===== config.mk =====
export PLATFORM = sky130hd
export DESIGN_NAME = stack_unit
export DESIGN_NICKNAME = d
export VERILOG_FILES = /design/src/rtl/stack_unit.sv
export SDC_FILE = /design/constraint.sdc
export NUM_CORES = 1
export LEC_CHECK = 0
export CAP_MARGIN = 15
export CORE_MARGIN = 3
export CORE_UTILIZATION = 52
export CTS_CLUSTER_DIAMETER = 40
export CTS_CLUSTER_SIZE = 8
export DETAILED_ROUTE_END_ITERATION = 10
export HOLD_SLACK_MARGIN = 0.1
export PLACE_DENSITY_LB_ADDON = 0.15
export REMOVE_ABC_BUFFERS = 1
export SETUP_SLACK_MARGIN = 0.3
export SLEW_MARGIN = 20
export SYNTH_ARGS = -nofsm -noshare
export SYNTH_HDL_FRONTEND = slang
export SYNTH_SLANG_ARGS = --single-unit

===== constraint.sdc =====
create_clock -name clk -period 3.5 [get_ports clk]
set_input_delay 0.7 -clock clk [delete_from_list [all_inputs] [get_ports clk]]
set_output_delay 0.7 -clock clk [all_outputs]
set_load 0.01 [all_outputs]

===== src/rtl/stack_unit.sv =====
// LIFO operand stack for the stack-machine datapath: push/pop/tos strobes, registered dout.
// Define STACK_ERR_EN to add the err_clr input and the sticky overflow/underflow outputs.
module stack_unit #(
    parameter int DATA_W = 8,
    parameter int DEPTH  = 8,
    parameter int CNT_W  = $clog2(DEPTH) + 1
) (
    input  logic              clk,
    input  logic              rst,
    input  logic              push,
    input  logic              pop,
    input  logic              tos,
    input  logic [DATA_W-1:0] din,
    output logic [DATA_W-1:0] dout,
    output logic [CNT_W-1:0]  count,
    output logic              empty,
    output logic              full
`ifdef STACK_ERR_EN
    ,
    input  logic              err_clr,
    output logic              overflow,
    output logic              underflow
`endif
);

    localparam int AW = (DEPTH > 1) ? $clog2(DEPTH) : 1;
    localparam logic [CNT_W-1:0] DEPTH_C = CNT_W'(DEPTH);
    localparam logic [CNT_W-1:0] ONE_C   = CNT_W'(1);

    logic [DATA_W-1:0] mem [DEPTH];
    logic [CNT_W-1:0]  sp;
    logic [CNT_W-1:0]  sp_nxt;
    logic [AW-1:0]     top_idx;
    logic [AW-1:0]     wr_idx;
    logic              wr_en;
    logic              rd_en;
    logic              is_empty;
    logic              is_full;

    assign is_empty = (sp == '0);
    assign is_full  = (sp == DEPTH_C);
    assign top_idx  = AW'(sp - ONE_C);

    assign count = sp;
    assign empty = is_empty;
    assign full  = is_full;

    // Illegal operations fall through with no write and sp held, so stored entries stay intact.
    always_comb begin
        wr_en  = 1'b0;
        wr_idx = sp[AW-1:0];
        rd_en  = 1'b0;
        sp_nxt = sp;
        if (push && pop) begin
            if (is_empty) begin
                wr_en  = 1'b1;
                sp_nxt = sp + ONE_C;
            end else begin
                wr_en  = 1'b1;
                wr_idx = top_idx;
                rd_en  = 1'b1;
            end
        end else if (push) begin
            if (!is_full) begin
                wr_en  = 1'b1;
                sp_nxt = sp + ONE_C;
            end
        end else if (pop) begin
            if (!is_empty) begin
                rd_en  = 1'b1;
                sp_nxt = sp - ONE_C;
            end
        end else if (tos) begin
            if (!is_empty) begin
                rd_en = 1'b1;
            end
        end
    end

    always_ff @(posedge clk or posedge rst) begin
        if (rst) begin
            sp   <= '0;
            dout <= '0;
        end else begin
            sp <= sp_nxt;
            if (rd_en) begin
                dout <= mem[top_idx];
            end
        end
    end

    // Storage is not reset; the nonblocking write lets replace-top return the old value.
    always_ff @(posedge clk) begin
        if (wr_en) begin
            mem[wr_idx] <= din;
        end
    end

`ifdef STACK_ERR_EN
    logic ovf_evt;
    logic unf_evt;

    assign ovf_evt = push && !pop && is_full;
    assign unf_evt = is_empty && (pop || (tos && !push));

    // A fault in the same cycle as err_clr takes priority.
    always_ff @(posedge clk or posedge rst) begin
        if (rst) begin
            overflow  <= 1'b0;
            underflow <= 1'b0;
        end else begin
            overflow  <= ovf_evt || (overflow && !err_clr);
            underflow <= unf_evt || (underflow && !err_clr);
        end
    end
`endif

endmodule


==> impl_metrics.prom <==
# TYPE chip_impl_metric gauge
chip_impl_info{name="status",value="complete, no violations"} 1
chip_impl_metric{name="clock_power_share",unit="%"} 19.0
chip_impl_metric{name="final_cell_count_no_fill",unit=""} 338
chip_impl_info{name="maxUsedRoutingLayer",value="met4"} 1
chip_impl_metric{name="layout_worst_path_cycle_share",unit="%"} 82.8
chip_impl_metric{name="syn_area",unit="mm2"} 0.00335
chip_impl_metric{name="pre_cts_ws",unit="ps"} 588
chip_impl_metric{name="drtPass1Iterations",unit=""} 4
chip_impl_metric{name="maxCapViolations",unit=""} 0
chip_impl_metric{name="post_drt_wl_per_cell",unit="um"} 20.6
chip_impl_metric{name="synth.ff_latch_count",unit=""} 76
chip_impl_metric{name="syn-instance-count",unit=""} 222
chip_impl_info{name="sort_of_element_at_the_end_of_the_critical_path",value="primary output"} 1
chip_impl_metric{name="share_seq_of_total_power",unit="%"} 34.0
chip_impl_metric{name="clock_skew",unit="ps"} 6.33
chip_impl_metric{name="layout-drive-gt1-share",unit="%"} 19.0
chip_impl_metric{name="pin_count_of_the_biggest_net_entering_global_routing",unit=""} 35
chip_impl_metric{name="io_buffers",unit=""} 26
chip_impl_metric{name="intPower",unit="mW"} 2.34
chip_impl_metric{name="detailroute.wirelength.met2",unit="um"} 3250
chip_impl_metric{name="final_net_count",unit=""} 274
chip_impl_metric{name="syn_to_final_growth",unit="%"} 18.1
chip_impl_metric{name="synth_warnings",unit=""} 0
chip_impl_metric{name="max_clock_freq",unit="MHz"} 345
chip_impl_metric{name="diodes",unit=""} 0
chip_impl_metric{name="distinct_cell_type_count_of_the_synthesized_netlist",unit=""} 36
chip_impl_metric{name="postCtsHoldBufs",unit=""} 0
chip_impl_metric{name="power_per_cell_area",unit="mW/mm2"} 932
chip_impl_metric{name="synth.top_cell.area_share",unit="%"} 57.3
chip_impl_metric{name="fillerInstances",unit=""} 454
chip_impl_metric{name="met3_wirelength",unit="um"} 611
chip_impl_metric{name="net_switching_fraction_of_the_power",unit="%"} 36.5
chip_impl_metric{name="num_rows",unit=""} 28
chip_impl_metric{name="number_of_setup_violations_in_the_final_report",unit=""} 0
chip_impl_metric{name="clkLatencyLatePin",unit="ps"} 340
chip_impl_metric{name="buffer_depth_of_the_longest_clock_path",unit=""} 2
chip_impl_metric{name="routed-via-count",unit=""} 2003
chip_impl_metric{name="worstMarginPinSlew",unit="ps"} 799
chip_impl_metric{name="final-hold-violation-count",unit=""} 0
chip_impl_metric{name="met1_length",unit="um"} 2950
chip_impl_info{name="holdCritPathClass",value="flip-flop to flip-flop"} 1
chip_impl_metric{name="ys_seq_area_share",unit="%"} 66.3
chip_impl_metric{name="crit_path_max_incr_delay",unit="ps"} 530
chip_impl_metric{name="footprint_of_the_multi_input_gates",unit="mm2"} 0.00105
chip_impl_metric{name="routed_wirelength",unit="um"} 6960
chip_impl_metric{name="place_inst",unit=""} 322
chip_impl_metric{name="finalMaxSlewViolations",unit=""} 0
chip_impl_metric{name="floorplan.io_pins",unit=""} 27
chip_impl_metric{name="timing.critical_path.required",unit="ps"} 2800
chip_impl_metric{name="vias_per_cell",unit=""} 5.93
chip_impl_metric{name="core",unit="mm2"} 0.00610
chip_impl_metric{name="drtAntennaViolNets",unit=""} 0
chip_impl_metric{name="grt_util_all_layers",unit="%"} 20.5
chip_impl_info{name="crit_path_frequent_cell",value="inv_1"} 1
chip_impl_metric{name="place_congestion",unit=""} 0.813
chip_impl_metric{name="place_area",unit="mm2"} 0.00375
chip_impl_info{name="start_kind",value="flip-flop"} 1
chip_impl_metric{name="grt_pass1_wl",unit="um"} 11100
chip_impl_metric{name="worst_setup_hold_path_clk_slew",unit="ps"} 70
chip_impl_info{name="mostFrequentLayoutCell",value="edfxtp_1"} 1
chip_impl_metric{name="totalPowerFinal",unit="mW"} 3.69
chip_impl_info{name="critical_path.slowest_cell",value="clkdlybuf4s50_1"} 1
chip_impl_info{name="grt_setup_unrepaired",value="no"} 1
chip_impl_metric{name="slew-limit-headroom",unit="%"} 46.5
chip_impl_metric{name="antenna_violations_before_repair",unit=""} 0
chip_impl_info{name="yosys.area.top_type",value="edfxtp_1"} 1
chip_impl_metric{name="die_area",unit="mm2"} 0.00745
chip_impl_info{name="layout_common_cells",value="64 x edfxtp_1, 36 x mux2i_1, 34 x nand3_1"} 1
chip_impl_metric{name="initial_utilization",unit="%"} 55.0
chip_impl_metric{name="whs",unit="ps"} 510
chip_impl_metric{name="wp_data_arrival",unit="ps"} 2200
chip_impl_metric{name="total_number_of_h_tree_levels",unit=""} 3
chip_impl_metric{name="die_w",unit="um"} 86.3
chip_impl_metric{name="worst-path-buf-inv",unit=""} 3
chip_impl_metric{name="cts_resized",unit=""} 0
chip_impl_info{name="yosys_most_used_dff",value="edfxtp_1"} 1
chip_impl_metric{name="avgSynthCellArea",unit="um2"} 15.1
chip_impl_info{name="critical_path.top_delay_family",value="buffers and inverters"} 1
chip_impl_metric{name="comb_power_share",unit="%"} 47.0
chip_impl_metric{name="post_synth_edffs",unit=""} 64
chip_impl_metric{name="via_count_of_the_first_global_routing_pass",unit=""} 1982
chip_impl_metric{name="final.setup.tns",unit="ps"} 0
chip_impl_metric{name="number_of_sinks_handled_by_clock_tree_synthesis",unit=""} 76
chip_impl_metric{name="critical_path.max_fanout",unit=""} 7
chip_impl_metric{name="drc_marker_count_from_the_first_detailed_route_iteration",unit=""} 142
chip_impl_info{name="synth.top_cells.by_area",value="edfxtp_1 57%, mux2i_1 11%, dfrtp_1 9.0%"} 1
chip_impl_metric{name="layout.cell_area.non_filler",unit="mm2"} 0.00396
chip_impl_metric{name="ff_latch_area",unit="mm2"} 0.00222
chip_impl_metric{name="numCtsBuffers",unit=""} 9
chip_impl_metric{name="gr-total-overflow",unit=""} 0
chip_impl_metric{name="dp_hpwl",unit="um"} 4640
chip_impl_metric{name="async_flop_share",unit="%"} 15.8
chip_impl_metric{name="drc",unit=""} 0
chip_impl_info{name="cell_chosen_for_the_clock_root",value="clkbuf_8"} 1
chip_impl_metric{name="final_critical_path_setup_slack",unit="ps"} 601
chip_impl_metric{name="max-vdd-ir-drop",unit="mV"} 0.517
chip_impl_metric{name="layout_min_cycle_time",unit="ps"} 2900
chip_impl_metric{name="die_y",unit="um"} 86.3
chip_impl_metric{name="buffer_count_from_post_cts_setup_fixing",unit=""} 0
chip_impl_info{name="tritoncts_clock_tree",value="yes"} 1
chip_impl_info{name="criticalPathCategory",value="flip-flop to primary output"} 1
chip_impl_metric{name="finalCoreUtilization",unit="%"} 65.0
chip_impl_metric{name="p_leak",unit="nW"} 1.44
chip_impl_metric{name="power.switching",unit="mW"} 1.35
chip_impl_info{name="cell_chain_critical_path",value="inv_1 > ha_1 > or3b_1 > inv_1 > clkdlybuf4s50_1"} 1
layout make-up:
cell class | instances | share of cell area [%]
clock buffers | 13 | 4.26
inverters | 5 | 0.474
clock inverters | 3 | 1.11
multi-input cells | 126 | 26.5
repair buffers | 40 | 9.22
flip-flops and latches | 76 | 56.1
well taps | 75 | 2.37
power groups by stage:
stage | logic, mW | clock network [mW] | registers [mW]
after floorplan | 1.07 | 0 | 1.35
after global placement | 1.72 | 0 | 1.27
after detailed placement | 1.73 | 0 | 1.28
after CTS | 1.74 | 0.711 | 1.26
after global routing | 1.88 | 0.756 | 1.27
final | 1.73 | 0.703 | 1.26
registers in the layout, summed over array words and instances (netlist names):
name   cells
count      4
mem       64
dout       8
synthesized netlist by cell type (3+ instances only):
| cell type | n |
|---|---|
| nand3_1 | 34 |
| edfxtp_1 | 64 |
| clkbuf_1 | 4 |
| a21oi_1 | 3 |
| mux2_2 | 10 |
| inv_1 | 4 |
| nor4_1 | 4 |
| ha_1 | 3 |
| dfrtp_1 | 12 |
| mux2i_1 | 36 |
| and4_1 | 10 |
| buf_2 | 8 |
worst paths after layout:
path	from	endpoint	slack [ps]	cells after the start
min in group asynchronous	rst	dout[1]$_DFFE_PP0P_	700	2
hold / removal	dout[7]$_DFFE_PP0P_	dout[7]$_DFFE_PP0P_	510	1
max in group asynchronous	rst	dout[7]$_DFFE_PP0P_	2430	2
setup / recovery	count[1]$_DFFE_PP0P_	empty	600	5
hold reg to reg	dout[7]$_DFFE_PP0P_	dout[7]$_DFFE_PP0P_	510	1
setup reg to reg	count[1]$_DFFE_PP0P_	mem[2][7]$_DFFE_PP_	730	6
cells by family (layout without fill, tap and decap cells):
family,count (synthesis),in the layout,synth area share [%]
simple gates,62,62,11.4
compound gates,9,9,2.09
buf+inv,20,61,2.98
mux,46,46,14.1
fa+ha+maj,3,3,1.12
xor+xnor,6,6,2.02
flops,76,76,66.3
layer usage:
layer	global-route usage, %	vias up
li1	-	926
met1	29.5	976
met2	30.3	92
met3	5.04	9
met4	7.65	0
met5	0	-
Power figures use the tool's default switching activity.
==> variant, RTL diff (same settings) <==
The parameter `DATA_W` goes from 8 to 9.
--- a/src/rtl/stack_unit.sv
+++ b/src/rtl/stack_unit.sv
@@ -1,7 +1,7 @@
 // LIFO operand stack for the stack-machine datapath: push/pop/tos strobes, registered dout.
 // Define STACK_ERR_EN to add the err_clr input and the sticky overflow/underflow outputs.
 module stack_unit #(
-    parameter int DATA_W = 8,
+    parameter int DATA_W = 9,
     parameter int DEPTH  = 8,
     parameter int CNT_W  = $clog2(DEPTH) + 1
 ) (
Interface: changed (resized din and dout); port bits go from 27 to 29. No check against the original RTL was run, so the function may have changed too.
==> variant against the original RTL <==
- area after synthesis rose by 12%
- sequential cell count rose by 9
- register-to-register slack got worse by 120 ps
- largest cell class unchanged
- power rose by 9.2%
- routed wire length rose by 3.7%
- final area rose by 9.6%
- setup slack got worse by 11 ps
- highest routed layer unchanged
- critical path type unchanged
- final cell count rose by 15%
==> variant: results (changes against the original RTL) <==
----------------------------------------------------
[Setup path]
  Critical Path Slowest Stage Cell ... clkdlybuf4s50_1
  CP top delay family ... buffers and inverters
  CP max FO ... 9 (+2)

[Yosys]
  Area share of xor/xnor cells in the synthesized design ... 1.93% (-0.089 points)
  Post-Synth Adder-Cell Area ... 0.996% (-0.12 points)
  Fraction of the mapped netlist area in compound gates ... 3.22% (+1.1 points)
  Proportion of synthesized area in mux cells ... 13.4% (-0.69 points)
  Largest cells by area after synthesis ... edfxtp_1 57%, mux2i_1 9.8%, dfrtp_1 8.6%, nand3_1 4.9%, mux2_2 3.6%
  Leading post-synthesis cells by instance count ... 72 x edfxtp_1, 37 x mux2i_1, 37 x nand3_1
  Register bit total from synthesis ... 85 (+12%)
  Asr flop ratio synth ... 15.3% (-0.50 points)
  Count of flip-flops with a built-in enable after synthesis ... 72 (+13%)
  Proportion of synthesized chip area in sequential cells ... 66.0% (-0.24 points)
  Per-instance average area after synthesis ... 14.7 sq um (-2.9%)
  Distinct cells, synth ... 38 (+5.6%)

[Pwr]
  VDD IR-drop max ... 0.383 mV (-26%)
  Standby leakage power ... 1.56 nW (+8.4%)
  Share of power burned in registers ... 36.0% (+2.0 points)
  P_comb ... 1.91 mW (+10%)
  Power dissipated by switching net loads ... 1.48 mW (+9.7%)

[Placed design]
  DP HPWL ... 4.78 mm (+3.0%)
  GP Congestion ... 0.815 (+0.22%)
  Number of buffers inserted by port buffering ... 28 (+7.7%)
  Total placed cells including tap cells ... 372 (+16%)

[Global route]
  Pin count of the biggest net entering global routing ... 30 (-14%)
  Via count of the first global-routing pass ... 2016 (+1.7%)
  Global-route wire length before repair ... 11.4 mm (+3.1%)
  Overall fraction of global-route tracks in use ... 18.1% (-2.4 points)
  GR met2 Demand/Resource ... 25.6% (-4.6 points)
  Met1 Resource Use GR ... 28.2% (-1.3 points)
  Global routing met3 resource utilization ... 4.72% (-0.32 points)

[Cells and area]
  Post-route insts no fill ... 388 (+15%)
  Buffers excl. clock ... 37 (-7.5%)
  Register cell area after layout ... 2490 sq um (+12%)
  Area used by multi-input combinational logic ... 1170 sq um (+11%)
  Final non-clock buffer share ... 8.30% (-0.93 points)
  Clk tree area frac ... 4.38% (-0.99 points)
  Multi-input combinational gate total ... 149 (+18%)
  Flip-flop count of the largest register after layout ... 72 (+13%)
  Clock buf count ... 10 (-3)
  Total Nets Final ... 304 (+11%)
  Count of filler cells inserted in the layout ... 540 (+19%)

[Outcome]
  Run status ... complete, no violations

[Routing]
  Overall via count from detail_route ... 2160 (+7.8%)
  Number of design-rule violations left by the first detailed-router iteration ... 131 (-7.7%)
  Length of routed wiring on met1 ... 3.65 mm (+24%)
  Routed length per instance ... 18.6 um (-9.6%)
  Met3 routed wirelength ... 413 um (-32%)
  Met2 routed wirelength ... 3.11 mm (-4.5%)

[Clock network]
  Clock tree root buffer cell ... clkbuf_8

[Timing]
  Transition time at the pin with the least slew margin ... 868 ps (+69.5 ps)
  Worst setup skew after layout ... 8.45 ps (+2.12 ps)

----------------------------------------------------
variant: cells by family (layout without fill, tap and decap cells):
logic type,Yosys count,count (layout)
DFF,85,85
and+or+nand+nor,78,78
muxes,49,49
buffers and inverters,23,58
AOI/OAI and AO/OA,15,15
xor gates and xnor gates,4,4
adders and majority gates,3,3
variant: through the flow:
stage | setup slack [ps] | area [sq um] | power, mW
global route | 406 | 4340 | 4.26
CTS | 573 | 4340 | 4.06
global placement | 558 | 4150 | 3.36
detailed placement | 502 | 4150 | 3.39
finish | 590 | 4340 | 4.03
floorplan | -353 | 3670 | 2.75
variant: worst paths after layout:
kind	startpoint	to	slack (ps)	depth (start not counted)
setup / recovery	count[0]	full	590	6
hold / removal	dout[5]	dout[5]	510	1
setup reg to reg	count[0]	mem[3][7]	610	6
hold reg to reg	dout[5]	dout[5]	510	1
max in group asynchronous	rst	dout[2]	2370	2
min in group asynchronous	rst	dout[8]	720	2
